===== config.mk =====
export PLATFORM = sky130hd
export DESIGN_NAME = as512_bus_arbiter
export DESIGN_NICKNAME = d
export VERILOG_FILES = /design/src/rtl/as512_bus_arbiter.sv
export SDC_FILE = /design/constraint.sdc
export NUM_CORES = 1
export LEC_CHECK = 0
export BUFFER_PORTS_ARGS = -buffer_cell sky130_fd_sc_hd__buf_2
export CAP_MARGIN = 20
export CORE_ASPECT_RATIO = 1.2
export CORE_MARGIN = 5
export CORE_UTILIZATION = 55
export DETAILED_ROUTE_END_ITERATION = 6
export PLACE_DENSITY = 0.82
export SLEW_MARGIN = 10
export SYNTH_ARGS = -nofsm -noshare
export SYNTH_HDL_FRONTEND = slang
export SYNTH_SLANG_ARGS = --single-unit

===== constraint.sdc =====
create_clock -name clk -period 10.21 [get_ports clk]
set_input_delay 1.021 -clock clk [delete_from_list [all_inputs] [get_ports clk]]
set_output_delay 1.021 -clock clk [all_outputs]
set_load 0.02 [all_outputs]

===== src/rtl/as512_bus_arbiter.sv =====
// Two-master burst sequencer for the AS512 16-bit multiplexed external memory bus.
// Skips the high-address latch phase while the upper address half matches the last one latched.
module as512_bus_arbiter #(
    parameter int LEN_W      = 6,
    parameter int FIXED_PRIO = 0
) (
    input  logic             clk,
    input  logic             rst,
    input  logic             m0_req,
    input  logic [31:0]      m0_addr,
    input  logic             m0_we,
    input  logic             m0_dec,
    input  logic [LEN_W-1:0] m0_len,
    input  logic [15:0]      m0_wdata,
    output logic             m0_gnt,
    output logic             m0_wack,
    output logic [15:0]      m0_rdata,
    output logic             m0_rvalid,
    output logic             m0_done,
    input  logic             m1_req,
    input  logic [31:0]      m1_addr,
    input  logic             m1_we,
    input  logic             m1_dec,
    input  logic [LEN_W-1:0] m1_len,
    input  logic [15:0]      m1_wdata,
    output logic             m1_gnt,
    output logic             m1_wack,
    output logic [15:0]      m1_rdata,
    output logic             m1_rvalid,
    output logic             m1_done,
    input  logic [15:0]      data_in,
    output logic [15:0]      data_out,
    output logic             LEN2,
    output logic             LEN1,
    output logic             OPREQ,
    output logic             RW
);

    typedef enum logic [2:0] {S_IDLE, S_AHI, S_ALO, S_OP, S_DATA} state_t;

    state_t           r_state;
    logic             r_owner;
    logic             r_last_grant;
    logic             r_we;
    logic             r_dec;
    logic             r_hi_valid;
    logic [31:0]      r_addr;
    logic [LEN_W-1:0] r_cnt;
    logic [15:0]      r_last_hi;
    logic [1:0]       r_gnt;
    logic [1:0]       r_wack;
    logic [1:0]       r_rvalid;
    logic [1:0]       r_done;
    logic [15:0]      r_rdata;
    logic [15:0]      r_data_out;
    logic             r_len2;
    logic             r_len1;
    logic             r_opreq;
    logic             r_rw;

    logic             w_pick;
    logic [31:0]      w_req_addr;
    logic [31:0]      w_next_addr;
    logic [15:0]      w_wdata;

    assign w_pick      = (m0_req && m1_req) ? ((FIXED_PRIO != 0) ? 1'b0 : ~r_last_grant) : m1_req;
    assign w_req_addr  = w_pick ? m1_addr : m0_addr;
    assign w_next_addr = r_dec ? (r_addr - 32'd1) : (r_addr + 32'd1);
    assign w_wdata     = r_owner ? m1_wdata : m0_wdata;

    // Outputs are loaded on the edge that enters a state; pulses default low.
    always_ff @(posedge clk or posedge rst) begin
        if (rst) begin
            r_state      <= S_IDLE;
            r_owner      <= 1'b0;
            r_last_grant <= 1'b1;
            r_we         <= 1'b0;
            r_dec        <= 1'b0;
            r_hi_valid   <= 1'b0;
            r_addr       <= '0;
            r_cnt        <= '0;
            r_last_hi    <= '0;
            r_gnt        <= '0;
            r_wack       <= '0;
            r_rvalid     <= '0;
            r_done       <= '0;
            r_rdata      <= '0;
            r_data_out   <= '0;
            r_len2       <= 1'b0;
            r_len1       <= 1'b0;
            r_opreq      <= 1'b0;
            r_rw         <= 1'b0;
        end else begin
            r_wack     <= '0;
            r_rvalid   <= '0;
            r_done     <= '0;
            r_len2     <= 1'b0;
            r_len1     <= 1'b0;
            r_opreq    <= 1'b0;
            r_rw       <= 1'b0;
            r_data_out <= '0;
            case (r_state)
                S_IDLE: begin
                    // The done cycle is never an arbitration cycle: the finishing master's req is still up.
                    if (r_done == 2'b00 && (m0_req || m1_req)) begin
                        r_owner <= w_pick;
                        r_addr  <= w_req_addr;
                        r_we    <= w_pick ? m1_we  : m0_we;
                        r_dec   <= w_pick ? m1_dec : m0_dec;
                        r_cnt   <= w_pick ? m1_len : m0_len;
                        r_gnt   <= w_pick ? 2'b10 : 2'b01;
                        if (!r_hi_valid || w_req_addr[31:16] != r_last_hi) begin
                            r_state    <= S_AHI;
                            r_len2     <= 1'b1;
                            r_data_out <= w_req_addr[31:16];
                            r_last_hi  <= w_req_addr[31:16];
                            r_hi_valid <= 1'b1;
                        end else begin
                            r_state    <= S_ALO;
                            r_len1     <= 1'b1;
                            r_data_out <= w_req_addr[15:0];
                        end
                    end
                end
                S_AHI: begin
                    r_state    <= S_ALO;
                    r_len1     <= 1'b1;
                    r_data_out <= r_addr[15:0];
                end
                S_ALO: begin
                    r_state <= S_OP;
                    r_opreq <= 1'b1;
                    r_rw    <= r_we;
                    if (r_we) begin
                        r_data_out      <= w_wdata;
                        r_wack[r_owner] <= 1'b1;
                    end
                end
                S_OP: begin
                    r_state <= S_DATA;
                end
                S_DATA: begin
                    if (!r_we) begin
                        r_rdata           <= data_in;
                        r_rvalid[r_owner] <= 1'b1;
                    end
                    if (r_cnt == '0) begin
                        r_state         <= S_IDLE;
                        r_gnt           <= '0;
                        r_done[r_owner] <= 1'b1;
                        r_last_grant    <= r_owner;
                    end else begin
                        r_cnt  <= r_cnt - LEN_W'(1);
                        r_addr <= w_next_addr;
                        if (w_next_addr[31:16] != r_last_hi) begin
                            r_state    <= S_AHI;
                            r_len2     <= 1'b1;
                            r_data_out <= w_next_addr[31:16];
                            r_last_hi  <= w_next_addr[31:16];
                        end else begin
                            r_state    <= S_ALO;
                            r_len1     <= 1'b1;
                            r_data_out <= w_next_addr[15:0];
                        end
                    end
                end
                default: r_state <= S_IDLE;
            endcase
        end
    end

    assign m0_gnt    = r_gnt[0];
    assign m1_gnt    = r_gnt[1];
    assign m0_wack   = r_wack[0];
    assign m1_wack   = r_wack[1];
    assign m0_rvalid = r_rvalid[0];
    assign m1_rvalid = r_rvalid[1];
    assign m0_done   = r_done[0];
    assign m1_done   = r_done[1];
    assign m0_rdata  = r_rdata;
    assign m1_rdata  = r_rdata;
    assign data_out  = r_data_out;
    assign LEN2      = r_len2;
    assign LEN1      = r_len1;
    assign OPREQ     = r_opreq;
    assign RW        = r_rw;

endmodule

======== Yosys cells after proc, flatten, opt, wreduce, memory -nomap -nowiden ========
Index checks and enable logic that the tools add are counted.
word-level totals
  input port bits ......................... 132
  output and inout port bits .............. 60
  register bits ........................... 106
  logic and storage cells ................. 107
operators by class
  bitwise operators ....................... 2
  order comparisons ....................... 2
  add/subtract/negate cells ............... 3
  reduce and logical (&&, ||, !) cells .... 17
  muxes and demuxes ....................... 53
  equality and inequality tests ........... 11
operator list
  kind                                                                    count
  16-bit 2-to-1 mux                                                       10
  32-bit 2-to-1 mux                                                       4
  16-bit case mux with 4 select lines                                     1
  32-bit case mux with 2 select lines                                     1
  32-bit by 1-bit adder with 32-bit output (second input constant)        1
  16-bit != test                                                          2
  16-bit case mux with 2 select lines                                     1
  32-bit by 1-bit subtractor with 32-bit output (second input constant)   1
  2-bit 2-to-1 mux                                                        12
  6-bit 2-to-1 mux                                                        3
  3-bit case mux with 5 select lines                                      1
  1-bit 2-to-1 mux                                                        14
  6-bit case mux with 2 select lines                                      1
  2-bit != test (second input constant)                                   5
  3-bit AND reduction                                                     3
  3-bit by 2-bit equality test with 1-bit output (second input constant)  2
  6-bit logical NOT                                                       1
  2-bit AND reduction                                                     3
  6-bit by 1-bit subtractor with 6-bit output (second input constant)     1
  5-bit AND reduction                                                     1
  2-bit case mux with 2 select lines                                      1
  3-bit by 1-bit equality test with 1-bit output (second input constant)  1
  3-bit equality test (second input constant)                             1
  1-bit logical AND                                                       3
  other kinds (12)                                                        14

======== Longest topological paths before layout ========
Gate-level depths: netlist of the first run.
  word-level depth ........................ 8
  depth in mapped cells ................... 15
  gate-level depth less buffers ........... 13

======== Least setup slack after synthesis of the first run ========
OpenSTA, ideal clock, no wires.
  path kind ............................... register to register
  start point ............................. register r_dec
  end point ............................... register r_data_out[0] (netlist: data_out[0])
  data required time ...................... 10076 ps
  cell stages (with the launch flop) ...... 16
  clock period less this slack ............ 4278 ps
  setup slack ............................. 5932 ps
  path buffers ............................ 3
  setup time .............................. 134 ps
  data arrival time ....................... 4144 ps
  cell sequence ........................... dfrtp_1 ha_1 clkbuf_1 a21oi_1 nor2_1 a211oi_1 nand2b_1 or4_1 and4_4 xnor2_1 or4_4 nor4_2 buf_6 buf_12 mux2i_1 o21ai_1
between the ends
  cells in the longest elaborated chain, start to end .. 5
ends and longest elaborated chain
  element                                RTL line  text
  start, declared                        45        logic r_dec;
  start signal, assigned                 109       r_dec <= w_pick ? m1_dec : m0_dec;
  32-bit 2-to-1 mux *                    68        assign w_next_addr = r_dec ? (r_addr - 32'd1) : (r_addr + 32'd1);
  16-bit != test                         155       if (w_next_addr[31:16] != r_last_hi) begin
  16-bit 2-to-1 mux *                    155
  16-bit 2-to-1 mux *                    147       if (r_cnt == '0) begin
  16-bit case mux with 4 select lines *  102       case (r_state)
  end signal, assigned                   115       r_data_out <= w_req_addr[31:16];
  end signal, assigned                   158       r_data_out <= w_next_addr[31:16];
  end signal, assigned                   163       r_data_out <= w_next_addr[15:0];
  end, declared                          55        logic [15:0] r_data_out;
Mark *: on every way between the ends. The rest lies on a longest branch, timed or not.
A chain may end at the register's enable or synchronous reset.

======== Worst setup path in the final report of the first run ========
  start point ............................. register r_dec
  end point ............................... register r_last_hi[15]
between the ends
  cells in the longest elaborated chain, start to end .. 4
ends and longest elaborated chain
  element                                                                                      RTL line  text
  32-bit 2-to-1 mux *                                                                          68
  16-bit != test or 16-bit 2-to-1 mux (tied branches)                                          155
  2-bit != test (no source line) or 16-bit 2-to-1 mux (tied branches)                          n/a
  5-bit AND reduction (no source line) or 16-bit case mux with 2 select lines (tied branches)  n/a
  end signal, assigned                                                                         116       r_last_hi <= w_req_addr[31:16];
  end signal, assigned                                                                         159       r_last_hi <= w_next_addr[31:16];
  end, declared                                                                                49        logic [15:0] r_last_hi;
Mark *: on every way between the ends. The rest lies on a longest branch, timed or not. The select of a mux whose other input is x is not followed.

==> results.sh, run 1 <==
export IMPL_grt_use_total_pct=29.3
export IMPL_ctsHtreeMaxLevel=3
export IMPL_layout_commonest_cell="buf_2"
export IMPL_cp_slowest_stage_delay_ns=0.56
export IMPL_synthAdderAreaFrac_pct=5.15
export IMPL_synthCells=893
export IMPL_gp_congestion=1.09
export IMPL_path_class="register to register"
export IMPL_cts_root_buf="clkbuf_16"
export IMPL_rsz0062_at_grt="no"
export IMPL_post_cts_resized=0
export IMPL_min_period_over_period_pct=48.0
export IMPL_fmax_mhz=204
export IMPL_fp_dieH_um=141
export IMPL_syn_nets=1057
export IMPL_path_buf_inv=4
export IMPL_status="finished clean"
export IMPL_via_per_inst=6.21
export IMPL_drive_gt1_share_pct=26.2
export IMPL_start_kind="register"
export IMPL_dp_hpwl_um=19800
export IMPL_clk_pin_slew_ns=0.08
export IMPL_drc=0
export IMPL_initial_core_util_pct=55.6
export IMPL_clk_insertion_delay_late_ns=0.36
export IMPL_synth_top_family_by_area="compound AO/OA/AOI/OAI gates"
export IMPL_ant_nets=0
export IMPL_dr_pass1_iters=7
export IMPL_ys_warnings_count=0
export IMPL_antenna_found_initial=0
export IMPL_critPathTopFamily="compound AO/OA/AOI/OAI gates"
export IMPL_crit_chain="buf_4, inv_1, fa_1, nand2b_1, a21o_1, a2111oi_0, nor3_1, o221ai_1, xnor2_1, nor2b_1, nand4_1, nor4_4, buf_4, a21boi_2, buf_4, mux2_4"
export IMPL_die_w_um=120
export IMPL_synth_area_um2=7920
export IMPL_drt_initial_drc_count=868
export IMPL_finalHoldViolations=0
export IMPL_cts_buffers=9
export IMPL_synthDistinctLibCells=67
export IMPL_area_growth_pct=15.6
export IMPL_grt_pass1_vias=7057
export IMPL_maxCapViolCount=0
export IMPL_synth_flop_cell="dfrtp_1"
export IMPL_fin_nets=1201
export IMPL_cp_max_fo=33
export IMPL_wl_per_cell_um=21.0
export IMPL_grt_pass1_wl_um=39200
export IMPL_num_antenna_cells=0
export IMPL_drv_slew=0
export IMPL_synthTopCellsByArea="dfrtp_1 33%, mux2i_1 9.9%, o21ai_0 5.3%"
export IMPL_synth_top_cell_area_share_pct=33.2
export IMPL_hp_class="register to register"
export IMPL_worstSetupEndpointType="register"
export IMPL_cts_tree="done"
export IMPL_cts_setup_buffers=0
export IMPL_skew_ns=0.0107
export IMPL_fillers=1196
export IMPL_cp_common_cell="buf_4"
export IMPL_clock_sinks=106
export IMPL_synth_seq_cells=106
export IMPL_routed_wl_um=25500
export IMPL_num_rows=48
export IMPL_ys_seq_area_share_pct=33.5
export IMPL_cp_arrival_ns=5.14
export IMPL_synth_largest_area_cell="dfrtp_1"
export IMPL_finalSetupViolCount=0
export IMPL_slowest_stage="a2111oi_0"
export IMPL_ios=192
export IMPL_worstMarginPinSlew_ns=0.959
export IMPL_synth_compound_area_share_pct=18.3
export IMPL_io_buffers=191
export IMPL_grt_overflow=0
export IMPL_finalCriticalPeriod_ns=4.90
export IMPL_synth_area_mux_share_pct=15.2
export IMPL_yosys_area_share_simple_pct=14.6
export IMPL_num_vias=7562
export IMPL_ctsLongestPathBuffers=2
export IMPL_hold_buffers=0
export IMPL_fin_tns_setup_ns=0
export IMPL_async_reset_ff_share_pct=100
export IMPL_synth_edff_count=0
export IMPL_slew_headroom_pct=36.1
export IMPL_fp_coreArea_um2=14200
export IMPL_mostFrequentLayoutCells="191 x buf_2, 106 x nand2_1, 105 x dfrtp_1, 84 x o21ai_0, 78 x mux2i_1"
export IMPL_syn_area_per_cell_um2=8.87
export IMPL_grt_max_degree=76
export IMPL_die_area_um2=16900
export IMPL_cp_required_ns=10.46
export IMPL_synthXorXnorAreaFrac_pct=7.14
==> synthesized netlist by cell type, types with 8 or more instances <==
cell type and count:
nor2_1 55, clkbuf_1 39, xor2_1 17, a21oi_1 60
nand2b_1 10, ha_1 31, nor3_1 12, o21ai_1 10
buf_4 16, o21ai_0 84, dfrtp_1 105, nand4_1 13
a21o_1 8, o211ai_1 10, and2_1 8, mux2i_1 78
nand3_1 17, a222oi_1 16, inv_1 27, mux2_2 34
xnor2_1 38, nand2_1 108
==> state kept, by name (all words and copies together), names as in the netlist, 2 cells and up <==
name	count
r_done	2
r_wack	2
m0_rdata	16
r_state	3
r_addr	32
data_out	16
r_last_hi	16
r_cnt	6
r_rvalid	2
r_gnt	2
==> worst register-to-register path, cell delays in order, from the launching register on <==
cell and delay [ns]:
dfrtp_1 0.33, buf_4 0.39, inv_1 0.15, fa_1 0.46, nand2b_1 0.18, a21o_1 0.19
a2111oi_0 0.56, nor3_1 0.26, o221ai_1 0.39, xnor2_1 0.15, nor2b_1 0.25, nand4_1 0.18
nor4_4 0.24, buf_4 0.38, a21boi_2 0.11, buf_4 0.25, mux2_4 0.33
==> final cells by class <==
class | count | area [µm²] | share of cell area (%)
tap | 175 | 219 | 2.39
clock buffer | 9 | 225 | 2.46
sequential | 106 | 2650 | 29.0
inverter | 28 | 108 | 1.18
multi-input combinational | 690 | 4820 | 52.6
clock inverter | 7 | 91.3 | 0.998
timing repair buffer | 202 | 1040 | 11.3
==> stage by stage <==
stage          setup WS [ns]  area [µm²]  hold WS [ns]  cells  util (%)
2_1_floorplan           5.93        7920         0.434    893         -
3_3_place_gp            5.35        8840         0.453   1201      62.1
3_5_place_dp            5.36        8840         0.455   1201      62.1
4_1_cts                 5.43        9150         0.476   1217      64.3
5_1_grt                 5.17        9150         0.492   1217      64.3
6_report                5.31        9150         0.476   1217      64.3
==> metal layers <==
layer	part of all wire, %	global-route usage [%]	vias up	routed length (µm)
met2	50	50.5	383	12700
met3	8.2	4.90	54	2100
li1	-	-	3482	-
met1	39	37.2	3643	9910
met5	0	0	-	0
met4	3.3	10.5	0	843
==> logic make-up after synthesis <==
group / after synthesis
simple gates: 252
compound gates: 233
mux: 114
flops: 106
buf+inv: 97
xor+xnor: 59
fa+ha+maj: 32
==> path summary, 6_finish.rpt <==
path / cells after the start / start / slack, ns / endpoint
min in group asynchronous: 2 / rst / 0.73 / m0_rdata[13]
max in group asynchronous: 3 / rst / 8.32 / r_addr[21]
hold / removal: 1 / r_hi_valid / 0.48 / r_hi_valid
hold reg to reg: 1 / r_hi_valid / 0.48 / r_hi_valid
setup reg to reg: 16 / r_dec / 5.31 / r_last_hi[15]
setup / recovery: 16 / r_dec / 5.31 / r_last_hi[15]
Power of run 1 is not shown: default switching activity piles up to over one toggle a cycle in this logic, so the estimate is an artifact.
==> inputs of run 2 (changes only) <==
- CORE_UTILIZATION: 55 -> 50
- PLACE_DENSITY: 0.82 -> 0.78
- clock period: 10.21 -> 4.2 ns (I/O delays scaled with it)
==> run 2 against run 1 <==
  * The run now ends with design-rule violations left
  * Setup slack got worse by 5.2 ns
  * Clock-buffer cell count unchanged
  * Sequential share of layout area decreased by 1.6 points
  * Hold slack got worse by 0.37 ns
  * Global-route usage decreased by 1.1 points
  * Register-to-register slack got worse by 5.2 ns
  * Highest routed layer unchanged
==> results.sh, run 2 (synthesis gave the netlist of run 1 again) <==
export IMPL_routed_wl_um=26900
export IMPL_multi_input_area_um2=4930
export IMPL_ant_nets=0
export IMPL_dr_pass1_iters=7
export IMPL_hp_class="input pin to asynchronous set/reset pin"
export IMPL_grt_pass1_vias=7438
export IMPL_fp_coreArea_um2=15600
export IMPL_drv_slew=0
export IMPL_status="finished, violations left"
export IMPL_fin_nets=1244
export IMPL_place_inst=1275
export IMPL_layout_commonest_cell="buf_2"
export IMPL_drive_gt1_share_pct=31.0
export IMPL_min_period_over_period_pct=96.8
export IMPL_violations="design-rule violations"
export IMPL_ctsHtreeMaxLevel=3
export IMPL_clk_insertion_delay_late_ns=0.38
export IMPL_reg2reg_depth=15
export IMPL_dp_hpwl_um=20700
export IMPL_antenna_found_initial=0
export IMPL_initial_core_util_pct=50.8
export IMPL_finalSetupViolCount=0
export IMPL_wl_per_cell_um=20.8
export IMPL_r2r_end="r_last_hi[5]"
export IMPL_start_kind="register"
export IMPL_skew_ns=0.0146
export IMPL_die_w_um=125
export IMPL_cp_max_fo=11
export IMPL_mostFrequentLayoutCells="191 x buf_2, 106 x nand2_1, 104 x dfrtp_1, 84 x o21ai_0, 78 x mux2i_1"
export IMPL_via_per_inst=5.98
export IMPL_drt_initial_drc_count=767
export IMPL_cts_tree="done"
export IMPL_fillers=1295
export IMPL_fp_dieH_um=148
export IMPL_finalHoldViolations=0
export IMPL_grt_pass1_wl_um=41200
export IMPL_regMostFlops="r_addr"
export IMPL_grt_use_total_pct=28.1
export IMPL_ios=192
export IMPL_rrSetupSlack_ns=0.13
export IMPL_grt_overflow=0
export IMPL_slew_headroom_pct=40.3
export IMPL_drc=11
export IMPL_area_growth_pct=22.6
export IMPL_maxCapViolCount=0
export IMPL_cp_required_ns=4.44
export IMPL_clk_pin_slew_ns=0.08
export IMPL_post_place_ws_ns=0.102
export IMPL_largest_register_ffs=32
export IMPL_fmax_mhz=246
export IMPL_worstSetupEndpointType="register"
export IMPL_cp_arrival_ns=4.31
export IMPL_cts_root_buf="clkbuf_16"
export IMPL_clock_sinks=106
export IMPL_setup_ws_ns=0.132
export IMPL_path_class="register to register"
export IMPL_cts_buffers=9
export IMPL_gp_congestion=1.01
export IMPL_worstMarginPinSlew_ns=0.896
export IMPL_finalCriticalPeriod_ns=4.07
export IMPL_reg2reg_from="r_dec"
export IMPL_area_sequential_um2=2660
export IMPL_num_rows=50
export IMPL_grt_max_degree=85
export IMPL_die_area_um2=18500
export IMPL_cp_startpoint="r_dec"
export IMPL_ctsLongestPathBuffers=2
export IMPL_num_vias=7733
export IMPL_num_antenna_cells=0
export IMPL_final_cell_count_no_fill=1293
export IMPL_io_buffers=191
run 2: cell count changes in the layout (fill, tap and decap cells not counted), moves of 5 or more:
cell     change
buf_4       +36
a21oi_1      -5
buf_12       +5
ha_1         -5
run 2: routing by layer:
layer | part of all wire, % | global-route usage [%]
met1 | 39 | 34.5
met3 | 7.9 | 5.49
met2 | 49 | 48.6
met4 | 4.3 | 11.7
met5 | 0 | 0
run 2: through the flow:
stage          hold slack, ns  setup TNS [ns]  cell area, µm²  utilization (%)
2_1_floorplan           0.434               0            7920                -
3_3_place_gp            0.462               0            9240             59.3
3_5_place_dp            0.463               0            9240             59.3
4_1_cts                 0.271               0            9550             61.3
5_1_grt                 0.157          -0.111            9710             62.3
6_report                0.103               0            9710             62.3
run 2: critical path, cell delays in order, from the launching register on:
cell and delay, ns:
dfrtp_2 0.46, buf_12 0.16, ha_1 0.31, a211oi_1 0.34, o21ai_1 0.17, a211oi_2 0.29, o21ai_2 0.14, a21oi_1 0.23
xnor2_2 0.22, xnor2_1 0.12, or4_4 0.55, nor4_4 0.30, buf_4 0.21, a21boi_4 0.10, clkbuf_16 0.22, mux2i_1 0.12
run 2: worst max path at each step:
stage / slack, ns / to / cells after the start
2_1_floorplan: 0.21 / data_out[5] / 15
3_3_place_gp: 0.17 / data_out[4] / 14
3_5_place_dp: 0.10 / data_out[12] / 15
4_1_cts: 0.04 / data_out[1] / 15
5_1_grt: -0.02 / r_last_hi[12] / 15
6_report: 0.13 / r_last_hi[5] / 15
run 2: what timing repair did:
action,in CTS,in global routing
hold buffers,0,0
setup buffers,0,0
setup endpoints to repair,0,35
gates resized for setup,0,25
run 2: area by class of cell:
type	count	area share, %
well taps	208	2.68
inverters	28	1.11
clock buffers	9	2.32
multi-input cells	690	50.8
clock inverters	7	0.889
repair buffers	245	14.9
flip-flops and latches	106	27.3
Power of run 2 is left out for the same reason.
==> inputs of run 3 (changes only) <==
- PLACE_DENSITY: 0.78 -> 0.77
==> run 3 against run 2 <==
  * The flow now finishes without violations
  * Via count is 1.6% lower
  * Global-route usage is 0.052 points lower
  * Hold slack worse by 0.037 ns
  * Clock skew is 0.0039 ns lower
  * Critical path depth stayed put
  * Wire length is 0.34% higher
  * Sequential share of layout area is 0.45 points higher
  * First-iteration DRC count is 14% higher
  * Critical path type unchanged
  * Critical endpoint is now r_last_hi[4]
==> results.sh, run 3 (synthesis gave the netlist of run 1 again) <==
export IMPL_clk_pin_slew_ns=0.09
export IMPL_io_buffers=191
export IMPL_fp_coreArea_um2=15600
export IMPL_cp_arrival_ns=4.26
export IMPL_regMostFlops="r_addr"
export IMPL_hold_buffers=0
export IMPL_clock_sinks=106
export IMPL_dr_pass1_iters=7
export IMPL_slew_headroom_pct=32.0
export IMPL_drv_slew=0
export IMPL_highest_layer="met4"
export IMPL_fmax_mhz=247
export IMPL_cts_buffers=9
export IMPL_drive_gt1_share_pct=29.8
export IMPL_finalSetupViolCount=0
export IMPL_ctsHtreeMaxLevel=3
export IMPL_largest_register_ffs=32
export IMPL_initial_core_util_pct=50.8
export IMPL_ios=192
export IMPL_fin_area_um2=9550
export IMPL_place_inst=1265
export IMPL_area_growth_pct=20.6
export IMPL_final_cell_count_no_fill=1282
export IMPL_dpl_cell_area_um2=9150
export IMPL_mostFrequentLayoutCells="191 x buf_2, 106 x nand2_1, 104 x dfrtp_1, 83 x o21ai_0, 78 x mux2i_1"
export IMPL_finalCriticalPeriod_ns=4.05
export IMPL_cts_tree="done"
export IMPL_layout_commonest_cell="buf_2"
export IMPL_dp_hpwl_um=21200
export IMPL_num_rows=50
export IMPL_grt_pass1_vias=7405
export IMPL_met3_length_um=2470
export IMPL_grt_max_degree=52
export IMPL_finalHoldViolations=0
export IMPL_setup_ws_ns=0.148
export IMPL_min_period_over_period_pct=96.5
export IMPL_cts_root_buf="clkbuf_16"
export IMPL_grt_pass1_wl_um=41200
export IMPL_fp_dieH_um=148
export IMPL_worstSetupEndpointType="register"
export IMPL_fin_nets=1233
export IMPL_fin_tns_setup_ns=0
export IMPL_ctsLongestPathBuffers=2
export IMPL_skew_ns=0.0107
export IMPL_via_per_inst=5.93
export IMPL_clk_insertion_delay_late_ns=0.36
export IMPL_worstMarginPinSlew_ns=1.02
export IMPL_routed_wl_um=27000
export IMPL_route_met2_wl_um=13100
export IMPL_drt_initial_drc_count=878
export IMPL_num_antenna_cells=0
export IMPL_start_kind="register"
export IMPL_grt_overflow=0
export IMPL_die_area_um2=18500
export IMPL_die_w_um=125
export IMPL_cp_max_fo=16
export IMPL_path_class="register to register"
export IMPL_num_vias=7606
export IMPL_hp_class="input pin to asynchronous set/reset pin"
export IMPL_gp_congestion=0.988
export IMPL_grt_use_total_pct=28.1
export IMPL_post_place_ws_ns=0.0587
export IMPL_maxCapViolCount=0
export IMPL_cp_required_ns=4.40
export IMPL_wl_per_cell_um=21.0
export IMPL_status="finished clean"
export IMPL_drt_met1_wl_um=10300
export IMPL_drc=0
export IMPL_ant_nets=0
export IMPL_antenna_found_initial=0
==> run 3: cell types whose count changed in the layout (fill, tap and decap cells not counted), sizes merged <==
cell / previous run / this run
buf: 244 / 234
clkbuf: 10 / 9
clkinv: 3 / 2
inv: 32 / 33
==> run 3: critical path, stage by stage (launching register included) <==
cell      delay (ns)
dfrtp_2         0.44
buf_4           0.19
ha_1            0.37
o211ai_1        0.21
a21o_1          0.15
a21o_1          0.18
a211oi_4        0.09
or4_1           0.50
and4_4          0.24
xnor2_1         0.13
or4_4           0.49
nor4_4          0.29
buf_4           0.20
a21boi_2        0.09
buf_12          0.20
mux2i_1         0.13
==> run 3: worst paths after layout <==
| check | slack, ns | startpoint | end | depth (start not counted) |
|---|---|---|---|---|
| min in group clk | 0.28 | data_in[12] | m0_rdata[12] | 2 |
| worst max register to register | 0.15 | r_dec | r_last_hi[4] | 15 |
| worst max-delay path | 0.15 | r_dec | r_last_hi[4] | 15 |
| worst min-delay path | 0.07 | rst | r_addr[13] | 2 |
| worst min register to register | 0.47 | r_hi_valid | r_hi_valid | 1 |
| max in group asynchronous | 3.10 | rst | r_last_hi[4] | 3 |
==> run 3: cell type report <==
cell class                      instances  area (µm²)
Timing Repair Buffer                  234        1320
Multi-Input combinational cell        690        4900
Fill cell                            1376        6030
Tap cell                              208         260
Inverter                               28         108
Clock inverter                          7        83.8
Clock buffer                            9         225
Sequential cell                       106        2660
==> run 3: layer usage <==
layer / global-route usage, % / up-vias
met3: 4.45 / 63
li1: - / 3556
met2: 49.0 / 423
met1: 34.5 / 3564
met4: 12.0 / 0
met5: 0 / -
==> run 3: per-stage QoR <==
stage / hold slack, ns / utilization [%]
2_1_floorplan: 0.434 / -
3_3_place_gp: 0.453 / 58.7
3_5_place_dp: 0.455 / 58.7
4_1_cts: 0.0713 / 60.7
5_1_grt: 0.116 / 61.3
6_report: 0.0656 / 61.3
==> run 3: timing repair <==
action                                  in CTS  in global routing
hold endpoints to repair                     0                  0
resized for setup                            0                 21
endpoints found under the setup margin       0                 35
buffers inserted                             0                  1
Power of run 3 is left out for the same reason.
